### config.mk
export PLATFORM = sky130hd
export DESIGN_NAME = alu_cmd_issuer
export DESIGN_NICKNAME = d
export VERILOG_FILES = /design/src/rtl/alu_pkg.sv /design/src/rtl/cmd_fifo.sv /design/src/rtl/alu_cmd_issuer.sv
export SDC_FILE = /design/constraint.sdc
export NUM_CORES = 1
export LEC_CHECK = 0
export BUFFER_PORTS_ARGS = -buffer_cell sky130_fd_sc_hd__buf_2
export CORE_ASPECT_RATIO = 1.75
export CORE_MARGIN = 2
export CORE_UTILIZATION = 45
export DETAILED_ROUTE_END_ITERATION = 6
export GPL_TIMING_DRIVEN = 1
export PLACE_DENSITY = 0.67
export SLEW_MARGIN = 20
export SYNTH_ARGS = -nofsm -noshare
export SYNTH_HDL_FRONTEND = slang
export SYNTH_HIERARCHICAL = 1
export SYNTH_SLANG_ARGS = --single-unit
### constraint.sdc
create_clock -name clk -period 4.75 [get_ports clk]
set_input_delay 0.475 -clock clk [delete_from_list [all_inputs] [get_ports clk]]
set_output_delay 0.475 -clock clk [all_outputs]
set_load 0.01 [all_outputs]
### src/rtl/alu_pkg.sv
// Shared types and constants for the ALU command issuer.
// Opcodes follow the 4-bit ALU encoding; results come back 8 bits wide.
package alu_pkg;

  localparam int ALU_W = 4;
  localparam int RES_W = 8;
  localparam int OP_W  = 3;

  localparam logic [OP_W-1:0] OP_AND  = 3'd0;
  localparam logic [OP_W-1:0] OP_OR   = 3'd1;
  localparam logic [OP_W-1:0] OP_NAND = 3'd2;
  localparam logic [OP_W-1:0] OP_XOR  = 3'd3;
  localparam logic [OP_W-1:0] OP_ADD  = 3'd4;
  localparam logic [OP_W-1:0] OP_SUB  = 3'd5;
  localparam logic [OP_W-1:0] OP_MULT = 3'd6;
  localparam logic [OP_W-1:0] OP_DIV  = 3'd7;

  typedef enum logic [1:0] {
    ST_IDLE    = 2'd0,
    ST_DRIVE   = 2'd1,
    ST_CAPTURE = 2'd2,
    ST_RESP    = 2'd3
  } state_e;

endpackage

### src/rtl/cmd_fifo.sv
// Synchronous command FIFO; one extra pointer bit separates full from empty.
// Head data is read straight from storage, so a pop consumes the entry shown this cycle.
module cmd_fifo #(
  parameter int WIDTH = 11,
  parameter int DEPTH = 4
) (
  input  logic             clk,
  input  logic             rst,
  input  logic             push,
  input  logic             pop,
  input  logic [WIDTH-1:0] din,
  output logic [WIDTH-1:0] dout,
  output logic             full,
  output logic             empty
);

  localparam int AW = $clog2(DEPTH);

  logic [AW:0]      wr_ptr_q, wr_ptr_d;
  logic [AW:0]      rd_ptr_q, rd_ptr_d;
  logic [WIDTH-1:0] mem_q [DEPTH];

  always_comb begin
    wr_ptr_d = wr_ptr_q;
    rd_ptr_d = rd_ptr_q;
    if (push) wr_ptr_d = wr_ptr_q + 1'b1;
    if (pop)  rd_ptr_d = rd_ptr_q + 1'b1;
  end

  always_ff @(posedge clk) begin
    if (rst) begin
      wr_ptr_q <= '0;
      rd_ptr_q <= '0;
    end else begin
      wr_ptr_q <= wr_ptr_d;
      rd_ptr_q <= rd_ptr_d;
    end
  end

  always_ff @(posedge clk) begin
    if (push) mem_q[wr_ptr_q[AW-1:0]] <= din;
  end

  assign dout  = mem_q[rd_ptr_q[AW-1:0]];
  assign empty = (wr_ptr_q == rd_ptr_q);
  assign full  = (wr_ptr_q[AW] != rd_ptr_q[AW]) &&
                 (wr_ptr_q[AW-1:0] == rd_ptr_q[AW-1:0]);

endmodule

### src/rtl/alu_cmd_issuer.sv
// Queues ALU commands, holds operands on the ALU for SETTLE cycles, then returns results in order.
// IDLE: wait/pop | DRIVE: operands settling | CAPTURE: latch result | RESP: wait for consumer
module alu_cmd_issuer
  import alu_pkg::*;
#(
  parameter int DEPTH  = 4,
  parameter int SETTLE = 1
) (
  input  logic             clk,
  input  logic             rst,
  input  logic             cmd_valid,
  output logic             cmd_ready,
  input  logic [ALU_W-1:0] cmd_a,
  input  logic [ALU_W-1:0] cmd_b,
  input  logic [OP_W-1:0]  cmd_op,
  output logic [ALU_W-1:0] alu_a,
  output logic [ALU_W-1:0] alu_b,
  output logic [OP_W-1:0]  alu_op,
  input  logic [RES_W-1:0] alu_result,
  output logic             rsp_valid,
  input  logic             rsp_ready,
  output logic [RES_W-1:0] rsp_data,
  output logic [OP_W-1:0]  rsp_op,
  output logic             rsp_err,
  output logic             busy
);

  localparam int CMD_W = OP_W + 2 * ALU_W;
  localparam int CNT_W = $clog2(SETTLE + 1);

  state_e             state_q, state_d;
  logic [CNT_W-1:0]   cnt_q, cnt_d;
  logic [ALU_W-1:0]   alu_a_q, alu_a_d, alu_b_q, alu_b_d;
  logic [OP_W-1:0]    alu_op_q, alu_op_d, rsp_op_q, rsp_op_d;
  logic [RES_W-1:0]   rsp_data_q, rsp_data_d;
  logic               rsp_valid_q, rsp_valid_d, rsp_err_q, rsp_err_d;

  logic               fifo_full, fifo_empty, fifo_pop, fifo_push;
  logic [CMD_W-1:0]   fifo_head;

  assign fifo_push = cmd_valid && !fifo_full;

  cmd_fifo #(
    .WIDTH (CMD_W),
    .DEPTH (DEPTH)
  ) u_fifo (
    .clk   (clk),
    .rst   (rst),
    .push  (fifo_push),
    .pop   (fifo_pop),
    .din   ({cmd_op, cmd_a, cmd_b}),
    .dout  (fifo_head),
    .full  (fifo_full),
    .empty (fifo_empty)
  );

  always_comb begin
    state_d     = state_q;
    cnt_d       = cnt_q;
    alu_a_d     = alu_a_q;
    alu_b_d     = alu_b_q;
    alu_op_d    = alu_op_q;
    rsp_data_d  = rsp_data_q;
    rsp_op_d    = rsp_op_q;
    rsp_valid_d = rsp_valid_q;
    rsp_err_d   = rsp_err_q;
    fifo_pop    = 1'b0;

    case (state_q)
      ST_IDLE: begin
        if (!fifo_empty) begin
          fifo_pop                    = 1'b1;
          {alu_op_d, alu_a_d, alu_b_d} = fifo_head;
          cnt_d                       = CNT_W'(SETTLE);
          state_d                     = ST_DRIVE;
        end
      end
      ST_DRIVE: begin
        // The counter value is the number of DRIVE cycles still to come, this one included.
        if (cnt_q == CNT_W'(1)) state_d = ST_CAPTURE;
        else                    cnt_d   = cnt_q - CNT_W'(1);
      end
      ST_CAPTURE: begin
        rsp_valid_d = 1'b1;
        rsp_op_d    = alu_op_q;
        if (alu_op_q == OP_DIV && alu_b_q == '0) begin
          rsp_data_d = '1;
          rsp_err_d  = 1'b1;
        end else begin
          rsp_data_d = alu_result;
          rsp_err_d  = 1'b0;
        end
        state_d = ST_RESP;
      end
      ST_RESP: begin
        if (rsp_ready) begin
          rsp_valid_d = 1'b0;
          rsp_err_d   = 1'b0;
          state_d     = ST_IDLE;
        end
      end
      default: state_d = ST_IDLE;
    endcase
  end

  always_ff @(posedge clk) begin
    if (rst) begin
      state_q     <= ST_IDLE;
      cnt_q       <= '0;
      alu_a_q     <= '0;
      alu_b_q     <= '0;
      alu_op_q    <= '0;
      rsp_data_q  <= '0;
      rsp_op_q    <= '0;
      rsp_valid_q <= 1'b0;
      rsp_err_q   <= 1'b0;
    end else begin
      state_q     <= state_d;
      cnt_q       <= cnt_d;
      alu_a_q     <= alu_a_d;
      alu_b_q     <= alu_b_d;
      alu_op_q    <= alu_op_d;
      rsp_data_q  <= rsp_data_d;
      rsp_op_q    <= rsp_op_d;
      rsp_valid_q <= rsp_valid_d;
      rsp_err_q   <= rsp_err_d;
    end
  end

  assign cmd_ready = !fifo_full;
  assign alu_a     = alu_a_q;
  assign alu_b     = alu_b_q;
  assign alu_op    = alu_op_q;
  assign rsp_valid = rsp_valid_q;
  assign rsp_data  = rsp_data_q;
  assign rsp_op    = rsp_op_q;
  assign rsp_err   = rsp_err_q;
  assign busy      = !fifo_empty || (state_q != ST_IDLE);

endmodule

# After elaboration in Yosys (flattened, before gate mapping)
# Memory sizes are Yosys's and may differ from the RTL's. A register that Yosys moved wholly into a read port is not among the register bits.
# Cells that the tools add are included.
dict set report op_classes {
  n_addsub 3
  eq_ne 10
  n_mux 16
  bitwise 1
  n_reduce_logical 15
}
# cell count
set ops {}
lappend ops {{$mux 1} 8}
lappend ops {{$mux 8} 1}
lappend ops {{$pmux 2 s4} 1}
lappend ops {{$add 3x1->3 const B} 2}
lappend ops {{$mux 2} 3}
lappend ops {{$ne 2x2->1 const B} 3}
lappend ops {{$pmux 1 s2} 3}
lappend ops {{$reduce_and 2->1} 3}
lappend ops {{$reduce_bool 2->1} 3}
lappend ops {{$eq 2x2->1 const B} 2}
lappend ops {{$logic_not 4->1} 1}
lappend ops {{$eq 3x3->1} 1}
lappend ops {{$eq 3x3->1 const B} 1}
lappend ops {{$logic_and 1x1->1} 3}
lappend ops {{$reduce_and 3->1} 1}
lappend ops {{$eq 2x1->1 const B} 1}
lappend ops {{$eq 2x2->1} 1}
lappend ops {{$logic_not 1->1} 2}
lappend ops {{$logic_not 2->1} 1}
lappend ops {{$logic_or 1x1->1} 1}
lappend ops {{$ne 1x1->1} 1}
lappend ops {{$not 1->1} 1}
lappend ops {{$sub 1x1->1 const B} 1}
dict set report word_totals {
  regBits 22
  mem_bits_rw 44
  in_bits 23
  n_memories 1
}
# memory words word_bits rd rd_ports_with_merged_regs write_ports line_no
set mem_list {}
lappend mem_list {u_fifo.mem_q 4 11 1 1 1 cmd_fifo.sv:21} ;# logic [WIDTH-1:0] mem_q [DEPTH];

# Logic depth before layout (Yosys ltp)
# Gate-level depths: netlist of run 1.
dict set report depth {
  depth_word 6
  mapped_depth 7
  mapped_depth_nobuf 6
}

# Hierarchy
# Netlist of run 1, hierarchy kept.
# module instances cells_per_inst area_per_inst_um2
set by_module_without_submodules {}
lappend by_module_without_submodules {cmd_fifo 1 97 1989.4}
lappend by_module_without_submodules {alu_cmd_issuer 1 131 1136.1}

# Worst setup path after synthesis of run 1
# No wires, ideal clock.
dict set report synth_path {
  kind {register to register}
  startpoint {register u_fifo.wr_ptr_q[0]}
  endpoint {register with a tool-made name}
  setup_time_ns 0.118
  arrival_time_ns 1.532
  required_ns 4.632
  setup_slack_ns 3.100
  stages_incl_launch_ff 8
  n_path_buf 1
  synth_period_minus_slack_ns 1.650
  path_cell_list {dfxtp_1 xor2_1 nor3b_1 nand2b_1 inv_2 clkbuf_1 mux2i_1 nor2_1}
}
# element line_no
set synth_rtl {}
lappend synth_rtl {{from (decl)} cmd_fifo.sv:19} ;# logic [AW:0] wr_ptr_q, wr_ptr_d;
lappend synth_rtl {{from (signal assigned)} cmd_fifo.sv:35} ;# wr_ptr_q <= wr_ptr_d;

# Final worst setup path of run 1
dict set report layout_path {
  startpoint {register u_fifo.wr_ptr_q[0]}
  endpoint {memory u_fifo.mem_q[1][4] (enable)}
}
dict set report layout_via {
  elab_chain_len 6
}
# element line_no
set layout_rtl {}
lappend layout_rtl {{$eq 2x2->1} cmd_fifo.sv:47} ;# (wr_ptr_q[AW-1:0] == rd_ptr_q[AW-1:0]);
lappend layout_rtl {{$logic_and 1x1->1} cmd_fifo.sv:46} ;# assign full = (wr_ptr_q[AW] != rd_ptr_q[AW]) &&
lappend layout_rtl {{via fifo_full} alu_cmd_issuer.sv:38} ;# logic fifo_full, fifo_empty, fifo_pop, fifo_push;
lappend layout_rtl {{$logic_not 1->1} alu_cmd_issuer.sv:41} ;# assign fifo_push = cmd_valid && !fifo_full;
lappend layout_rtl {{$logic_and 1x1->1} alu_cmd_issuer.sv:41}
lappend layout_rtl {{via fifo_push} alu_cmd_issuer.sv:38}
lappend layout_rtl {{$mux 1} cmd_fifo.sv:41} ;# if (push) mem_q[wr_ptr_q[AW-1:0]] <= din;
lappend layout_rtl {{$mux 1 (not written as such)} cmd_fifo.sv:41}
lappend layout_rtl {{to (decl)} cmd_fifo.sv:21}
# The timed path passes the listed nets, and every way through them passes these cells.

==> results.json, run 1 <==
{
  "outcome": "complete, no violations",
  "crit_fanout": 11,
  "cts_made_buffers": 9,
  "crit_type": "reg -> reg",
  "cts_resized": 0,
  "setup_tns_ns": 0,
  "wl_per_cell_um": 14.7,
  "grt_pass1_vias": 1825,
  "yosys_warnings": 6,
  "die_x_um": 67,
  "async_flop_share_pct": 0,
  "cts_setup_buffers": 0,
  "cts.clk_slew.worst_paths_ns": 0.06,
  "grt_max_degree": 35,
  "clock-sinks": 79,
  "die-area_sq_um": 7650,
  "overflow": 0,
  "synth_edf_count": 44,
  "drtIter0Drc": 96,
  "hold_viol": 0,
  "ys_seq_area_share_pct": 64.7,
  "synthesis.instances": 228,
  "pre_cts_ws_ns": 2.65,
  "ys_types": 32,
  "final_util_pct": 54.9,
  "std_cell_rows": 40,
  "core-area_sq_um": 6810,
  "syn-num-nets": 261,
  "clockBufferDepth": 2,
  "dp_hpwl_um": 3770,
  "drt_first_pass_iters": 4,
  "max_cap_viol_count": 0,
  "ctsHoldBuffers": 0,
  "cp.required_ns": 4.72,
  "end_kind": "register",
  "globalplace.congestion": 0.699,
  "io_buffers": 48,
  "num_vias": 1859,
  "ys.flop_type": "edfxtp_1",
  "min_path_type": "in -> reg",
  "grt_pass1_wl_um": 8980,
  "grt_setup_unrepaired": "false",
  "fin_crit_ns": 2.07,
  "synth_seq_cells": 79,
  "tritoncts": "done",
  "insertion_delay_ns": 0.33,
  "final.setup.worst_slack_ns": 2.68,
  "syn_area_sq_um": 3130,
  "cts-root-buf": "clkbuf_16",
  "power.total_mw": 2.14,
  "ant_nets": 0,
  "peakVddDrop_mv": 0.249,
  "grt_antenna_before_repair": 0,
  "grtUsageTotal_pct": 16.2,
  "synthToLayoutAreaGrowth_pct": 19.6,
  "drc": 0,
  "worst_pin_slew_ns": 0.741,
  "die_h_um": 114,
  "drt-vias-per-instance": 5.08,
  "maxSlewHeadroom_pct": 50.6,
  "setup_viol": 0,
  "drive_above_1_share_pct": 27.3,
  "diodes": 0,
  "clock_skew_ns": 0.00575,
  "leakagePower_nw": 1.48,
  "powerDensity_nw_per_um2": 573,
  "initial_core_util_pct": 45.9,
  "dpl_cell_area_sq_um": 3420,
  "layout.nets": 310,
  "syn_avg_cell_area_sq_um": 13.7,
  "start_kind": "register",
  "final_design_area_no_fill_sq_um": 3740,
  "critical_path_arrival_ns": 2.04,
  "fmax_mhz": 483,
  "wl_um": 5370,
  "slew_viol_final": 0,
  "ios": 49,
  "htreeDepth": 3,
  "fin_crit_sh_pct": 43.6
}
## stage by stage
stage	hold slack, ns	cells
global route	0.360	366
floorplan	0.478	228
global placement	0.441	350
detailed placement	0.447	350
CTS	0.354	366
finish	0.365	366
## final timing paths
check                     startpoint                  to  slack [ns]  cells after the start
hold reg to reg            rsp_valid           rsp_valid        0.45                      2
hold / removal              cmd_b[0]  u_fifo/mem_q[0][0]        0.36                      1
setup / recovery  u_fifo/wr_ptr_q[0]  u_fifo/mem_q[1][4]        2.68                      4
setup reg to reg  u_fifo/wr_ptr_q[0]  u_fifo/mem_q[1][4]        2.68                      4
## where the power goes
group          internal, mW  total (mW)  switching, mW
sequential            0.829       0.922         0.0930
combinational         0.227       0.491          0.263
clock                 0.475       0.729          0.254
## per-layer routing
metal / wire length [um] / track usage [%] / vias up
met5: 0 / 0 / -
met4: 128 / 10.6 / 0
met3: 243 / 4.03 / 10
met2: 2740 / 25.1 / 47
met1: 2260 / 19.5 / 884
li1: - / - / 918
## sequential cells by signal (all words and copies together), names as in the netlist, 3 cells and up, named ones only
| name | flops |
|---|---|
| alu_b | 4 |
| u_fifo/mem_q | 44 |
| rsp_op | 3 |
| u_fifo/wr_ptr_q | 3 |
| alu_op | 3 |
| u_fifo/rd_ptr_q | 3 |
| rsp_data | 8 |
| alu_a | 4 |
## kinds of logic after synthesis
family                   synth area share [%]
flip-flops                               64.7
AND/OR/NAND/NOR                          9.97
AO/OA/AOI/OAI                            6.65
buffers and inverters                    3.64
multiplexers                             9.65
adder cells (fa/ha/maj)                  4.00
XOR/XNOR                                 1.40
## final cells by class
class | count | area (sq um)
sequential | 79 | 2020
timing repair buffer | 48 | 240
inverter | 17 | 63.8
multi-input combinational | 122 | 990
clock buffer | 13 | 250
clock inverter | 3 | 67.6
fill | 586 | 3070
tap | 84 | 105
## cells in the final DEF, fill, tap and decap left out, types with 2 or more instances in the layout
cell / n
clkbuf_1: 3
dfxtp_1: 35
nor2_1: 17
inv_1: 16
nor2b_1: 3
xor2_1: 2
nand2b_1: 2
nand2_1: 25
xnor2_1: 3
ha_1: 10
and2_1: 4
mux4_2: 10
mux2i_1: 5
a311oi_1: 8
clkbuf_16: 9
a21oi_1: 17
a21bo_2: 2
nand3b_1: 2
buf_2: 48
edfxtp_1: 44
o31ai_1: 2
bufinv_16: 2
## cells in the mapped netlist (2+ instances only)
cell      count  area (sq um)
nand2b_1      2          12.5
mux4_2       10           225
nand3b_1      2          15.0
and2_1        4          25.0
nor2b_1       3          18.8
o31ai_1       2          15.0
a21bo_2       2          20.0
edfxtp_1     44          1320
nor2_1       17          63.8
nand2_1      25          93.8
clkbuf_1      5          18.8
dfxtp_1      35           701
mux2i_1       5          50.1
inv_1        16          60.1
xnor2_1       3          26.3
a311oi_1      8          70.1
xor2_1        2          17.5
a21oi_1      17          85.1
ha_1         10           125
buf_2         4          20.0
## critical path: stages (launching register included)
cell and delay [ns]:
dfxtp_1 0.42, xor2_1 0.20, nor3_1 0.08, nor2b_1 0.44, and2_1 0.56
No activity file was read; power rests on OpenSTA's default activity.
==> run 2, diff against run 1 <==
- PLACE_DENSITY: 0.67 -> 0.69
- clock period: 4.75 -> 1.8 ns (I/O delays scaled with it)
==> run 2 against run 1 <==
Compared with the run above: via count increased by 2.6%; sequential share of layout area decreased by 0.63 points; hold slack got worse by 0.30 ns.
==> results.json, run 2 (same netlist as run 1, synthesis figures left out) <==
{
  "overflow": 0,
  "fill_cells": 576,
  "power.switching_mw": 1.61,
  "std_cell_rows": 40,
  "cts.clk_slew.worst_paths_ns": 0.06,
  "grt_setup_unrepaired": "false",
  "crit_type": "reg -> reg",
  "final_util_pct": 55.6,
  "grt_pass1_vias": 1893,
  "grt_pass1_wl_um": 8760,
  "setup_tns_ns": 0,
  "largest_reg_flops": 44,
  "ctsHoldBuffers": 0,
  "core-area_sq_um": 6810,
  "initial_core_util_pct": 45.9,
  "die_x_um": 67,
  "hold-path-cell-count": 1,
  "holdCritStartpoint": "cmd_b[1]",
  "outcome": "complete, no violations",
  "insertion_delay_ns": 0.33,
  "cts-root-buf": "clkbuf_16",
  "cp_top_family": "simple AND/OR/NAND/NOR gates",
  "clock-sinks": 79,
  "drt_first_pass_iters": 4,
  "clockBufferDepth": 2,
  "tritoncts": "done",
  "slowest_stage": "or4_1",
  "dp_hpwl_um": 3980,
  "maxSlewHeadroom_pct": 69.5,
  "num_vias": 1907,
  "grt_max_degree": 30,
  "layout.nets": 320,
  "drc": 0,
  "reg2reg_slack_ns": 0.13,
  "drt-vias-per-instance": 5.09,
  "clock_skew_ns": 0.00660,
  "drive_above_1_share_pct": 30.2,
  "pwr-share-comb_pct": 26.6,
  "synthToLayoutAreaGrowth_pct": 21.0,
  "cts_made_buffers": 9,
  "crit_chain": "inv_1, ha_1, and2_4, or4_1, a21oi_1",
  "sw_frac_of_total_pct": 29.9,
  "min_to": "u_fifo/mem_q[0][1]",
  "power.total_mw": 5.38,
  "final.setup.worst_slack_ns": 0.127,
  "setup_viol": 0,
  "globalplace.congestion": 0.788,
  "slew_viol_final": 0,
  "die-area_sq_um": 7650,
  "critical_path_arrival_ns": 1.94,
  "r2r-start": "state_q[0]",
  "hold_viol": 0,
  "ant_nets": 0,
  "worst_pin_slew_ns": 0.456,
  "grtUsageTotal_pct": 15.8,
  "diodes": 0,
  "multi_input_area_sq_um": 995,
  "start_kind": "register",
  "p_int_mw": 3.77,
  "wl_um": 5490,
  "cts_setup_buffers": 0,
  "cpPeakStageDelay_ns": 0.52,
  "cp.required_ns": 2.06,
  "die_h_um": 114,
  "seqCellArea_sq_um": 2020,
  "htreeDepth": 3,
  "final_cell_mix": "buf_2 (48), edfxtp_1 (44), dfxtp_1 (35), nand2_1 (25)",
  "fmax_mhz": 598,
  "worstSetupStartpoint": "state_q[0]",
  "io_buffers": 48,
  "ios": 49,
  "end_kind": "register",
  "max_cap_viol_count": 0,
  "rr_worst_depth": 5,
  "peakVddDrop_mv": 0.646,
  "path_buf_inv": 1,
  "pwr-share-seq_pct": 44.4,
  "pre_cts_ws_ns": 0.141,
  "leakagePower_nw": 1.52,
  "wl_per_cell_um": 14.6,
  "fin_crit_sh_pct": 93.0,
  "powerDensity_nw_per_um2": 1420,
  "drtIter0Drc": 110,
  "layout_commonest_cell": "buf_2",
  "regToRegEndpoint": "state_q[0]",
  "fin_crit_ns": 1.67,
  "final_design_area_no_fill_sq_um": 3780,
  "clkPwrFrac_pct": 29.1,
  "min_path_type": "in -> reg",
  "grt_antenna_before_repair": 0,
  "dpl_cell_area_sq_um": 3520,
  "crit_fanout": 5
}
## run 2: power groups by stage
stage / clock network, mW / registers, mW / logic [mW]
after floorplan: 0 / 2.45 / 0.950
after detailed placement: 0 / 2.43 / 1.43
after global routing: 1.67 / 2.43 / 1.60
after global placement: 0 / 2.41 / 1.39
after CTS: 1.61 / 2.39 / 1.45
final: 1.56 / 2.39 / 1.43
## run 2: how the worst max path moves through the flow
stage | endpoint | slack, ns | cells past startpoint
floorplan | register | 0.15 | 7
detailed placement | state_q[0] | 0.14 | 5
finish | state_q[0] | 0.13 | 5
CTS | busy | 0.11 | 5
global placement | u_fifo/mem_q[3][6] | 0.26 | 5
global route | busy | 0.01 | 5
## run 2: area by class of cell
type / count / area share [%]
clock buffer: 11 / 6.15
clock inverter: 4 / 0.629
inverter: 17 / 1.69
multi-input combinational: 122 / 26.3
sequential: 79 / 53.5
tap: 84 / 2.78
timing repair buffer: 58 / 9.00
## run 2: timing repair
item,in CTS,in global routing
gates resized for setup,1,0
hold endpoints to repair,0,0
endpoints found under the setup margin,1,0
## run 2: metrics by stage
stage | hold slack (ns) | cells
2_1_floorplan | 0.249 | 228
3_3_place_gp | 0.403 | 360
3_5_place_dp | 0.409 | 360
4_1_cts | 0.0601 | 375
5_1_grt | 0.0637 | 375
6_report | 0.0666 | 375
## run 2: layer usage
layer | vias up | GRT usage, % | wire length [um]
li1 | 938 | - | -
met1 | 903 | 17.2 | 2170
met2 | 55 | 26.1 | 2890
met3 | 11 | 4.62 | 313
met4 | 0 | 10.2 | 117
met5 | - | 0 | 0
==> run 3, diff against run 2 <==
- CTS_BUF_LIST: default -> sky130_fd_sc_hd__clkbuf_4 sky130_fd_sc_hd__clkbuf_8
==> run 3 against run 2 <==
Compared with the run above: cell count unchanged; critical path depth did not move; clock skew increased by 0.0022 ns; core utilization is 1.3 points lower; flip-flop and latch count is the same; non-clock buffer count stayed put; sequential share of layout area increased by 1.2 points; critical path type is now reg -> out.
==> results.json, run 3 (same netlist as run 1, synthesis figures left out) <==
{
  "worst_pin_slew_ns": 0.467,
  "core-area_sq_um": 6810,
  "clock_skew_ns": 0.00876,
  "min_path_type": "in -> reg",
  "diodes": 0,
  "ctsHoldBuffers": 0,
  "fin_crit_ns": 1.68,
  "cp-endpoint": "busy",
  "cts-root-buf": "clkbuf_8",
  "cts.clk_slew.worst_paths_ns": 0.08,
  "leakagePower_nw": 1.48,
  "synthToLayoutAreaGrowth_pct": 18.3,
  "powerDensity_nw_per_um2": 1330,
  "grtUsageTotal_pct": 15.6,
  "end_kind": "output pin",
  "crit_type": "reg -> out",
  "wl_per_cell_um": 14.5,
  "die-area_sq_um": 7650,
  "hold_viol": 0,
  "die_h_um": 114,
  "drc": 0,
  "cts_setup_buffers": 0,
  "critical_path_arrival_ns": 1.50,
  "grt_max_degree": 30,
  "drt-vias-per-instance": 5.06,
  "outcome": "complete, no violations",
  "fmax_mhz": 595,
  "htreeDepth": 3,
  "max_cap_viol_count": 0,
  "clock-sinks": 79,
  "drtIter0Drc": 121,
  "std_cell_rows": 40,
  "crit_fanout": 5,
  "setup_tns_ns": 0,
  "tritoncts": "done",
  "cp.required_ns": 1.62,
  "reg2reg_slack_ns": 0.13,
  "layout.nets": 320,
  "drt_first_pass_iters": 4,
  "rr_worst_depth": 5,
  "ios": 49,
  "num_vias": 1898,
  "globalplace.congestion": 0.788,
  "io_buffers": 48,
  "wl_um": 5440,
  "initial_core_util_pct": 45.9,
  "power.total_mw": 4.93,
  "die_x_um": 67,
  "setup_viol": 0,
  "insertion_delay_ns": 0.36,
  "grt_pass1_wl_um": 8600,
  "grt_antenna_before_repair": 0,
  "drive_above_1_share_pct": 31.3,
  "fin_crit_sh_pct": 93.3,
  "grt_setup_unrepaired": "false",
  "grt_pass1_vias": 1882,
  "dp_hpwl_um": 3980,
  "clockBufferDepth": 2,
  "largest_reg_flops": 44,
  "worstSetupStartpoint": "u_fifo/wr_ptr_q[2]",
  "regToRegEndpoint": "state_q[0]",
  "r2r-start": "state_q[0]",
  "cts_made_buffers": 9,
  "slew_viol_final": 0,
  "peakVddDrop_mv": 0.470,
  "final_cell_mix": "buf_2 (48), edfxtp_1 (44), dfxtp_1 (35), nand2_1 (25)",
  "maxSlewHeadroom_pct": 68.8,
  "overflow": 0,
  "ant_nets": 0,
  "start_kind": "register",
  "layout_commonest_cell": "buf_2"
}
[run 3: metrics by stage]
stage	util [%]	hold slack (ns)	setup slack [ns]	cell area, sq um	std cells
after floorplan	-	0.249	0.150	3130	228
after global placement	51.7	0.403	0.255	3520	360
after detailed placement	51.7	0.409	0.141	3520	360
after CTS	54.2	0.0239	0.0705	3690	375
after global routing	54.3	0.0330	0.0263	3700	375
final	54.3	0.0412	0.121	3700	375
[run 3: how the worst min path moves through the flow]
stage                        start            endpoint  cells past startpoint
final                     cmd_b[2]  u_fifo/mem_q[0][2]                      1
after global placement    cmd_b[1]  u_fifo/mem_q[2][1]                      1
after detailed placement  cmd_b[1]  u_fifo/mem_q[2][1]                      1
after global routing      cmd_b[1]  u_fifo/mem_q[0][1]                      1
after floorplan                rst  u_fifo/rd_ptr_q[2]                      1
after CTS                 cmd_b[1]  u_fifo/mem_q[0][1]                      1
[run 3: layer usage]
layer  wire length, um  track usage, %  vias to the layer above
met5                 0               0                        -
met4               187            11.4                        0
met3               325            3.74                       15
met2              2760            25.7                       61
met1              2160            16.8                      888
li1                  -               -                      934
[run 3: report_power, final]
part	switching, mW	leakage (nW)	internal [mW]
logic	0.761	0.702	0.668
registers	0.201	0.690	2.18
clock network	0.600	0.0898	0.518
[run 3: repair_timing]
| item | in CTS | in global routing |
|---|---|---|
| resized for setup | 1 | 1 |
| hold endpoints to repair | 0 | 0 |
| setup endpoints to repair | 1 | 1 |
[run 3: final cells by class]
cell class                 count  area [sq um]
sequential                    79          2020
clock buffer                  11           139
tap                           84           105
clock inverter                 4          23.8
timing repair buffer          58           340
fill                         581          3110
inverter                      17          63.8
multi-input combinational    122          1000
[run 3: worst max-delay path, cell delays in order, from the launching register on]
cell and delay, ns:
dfxtp_1 0.34, xnor2_2 0.19, nor3b_2 0.24, and2_4 0.20, inv_1 0.04, buf_2 0.13
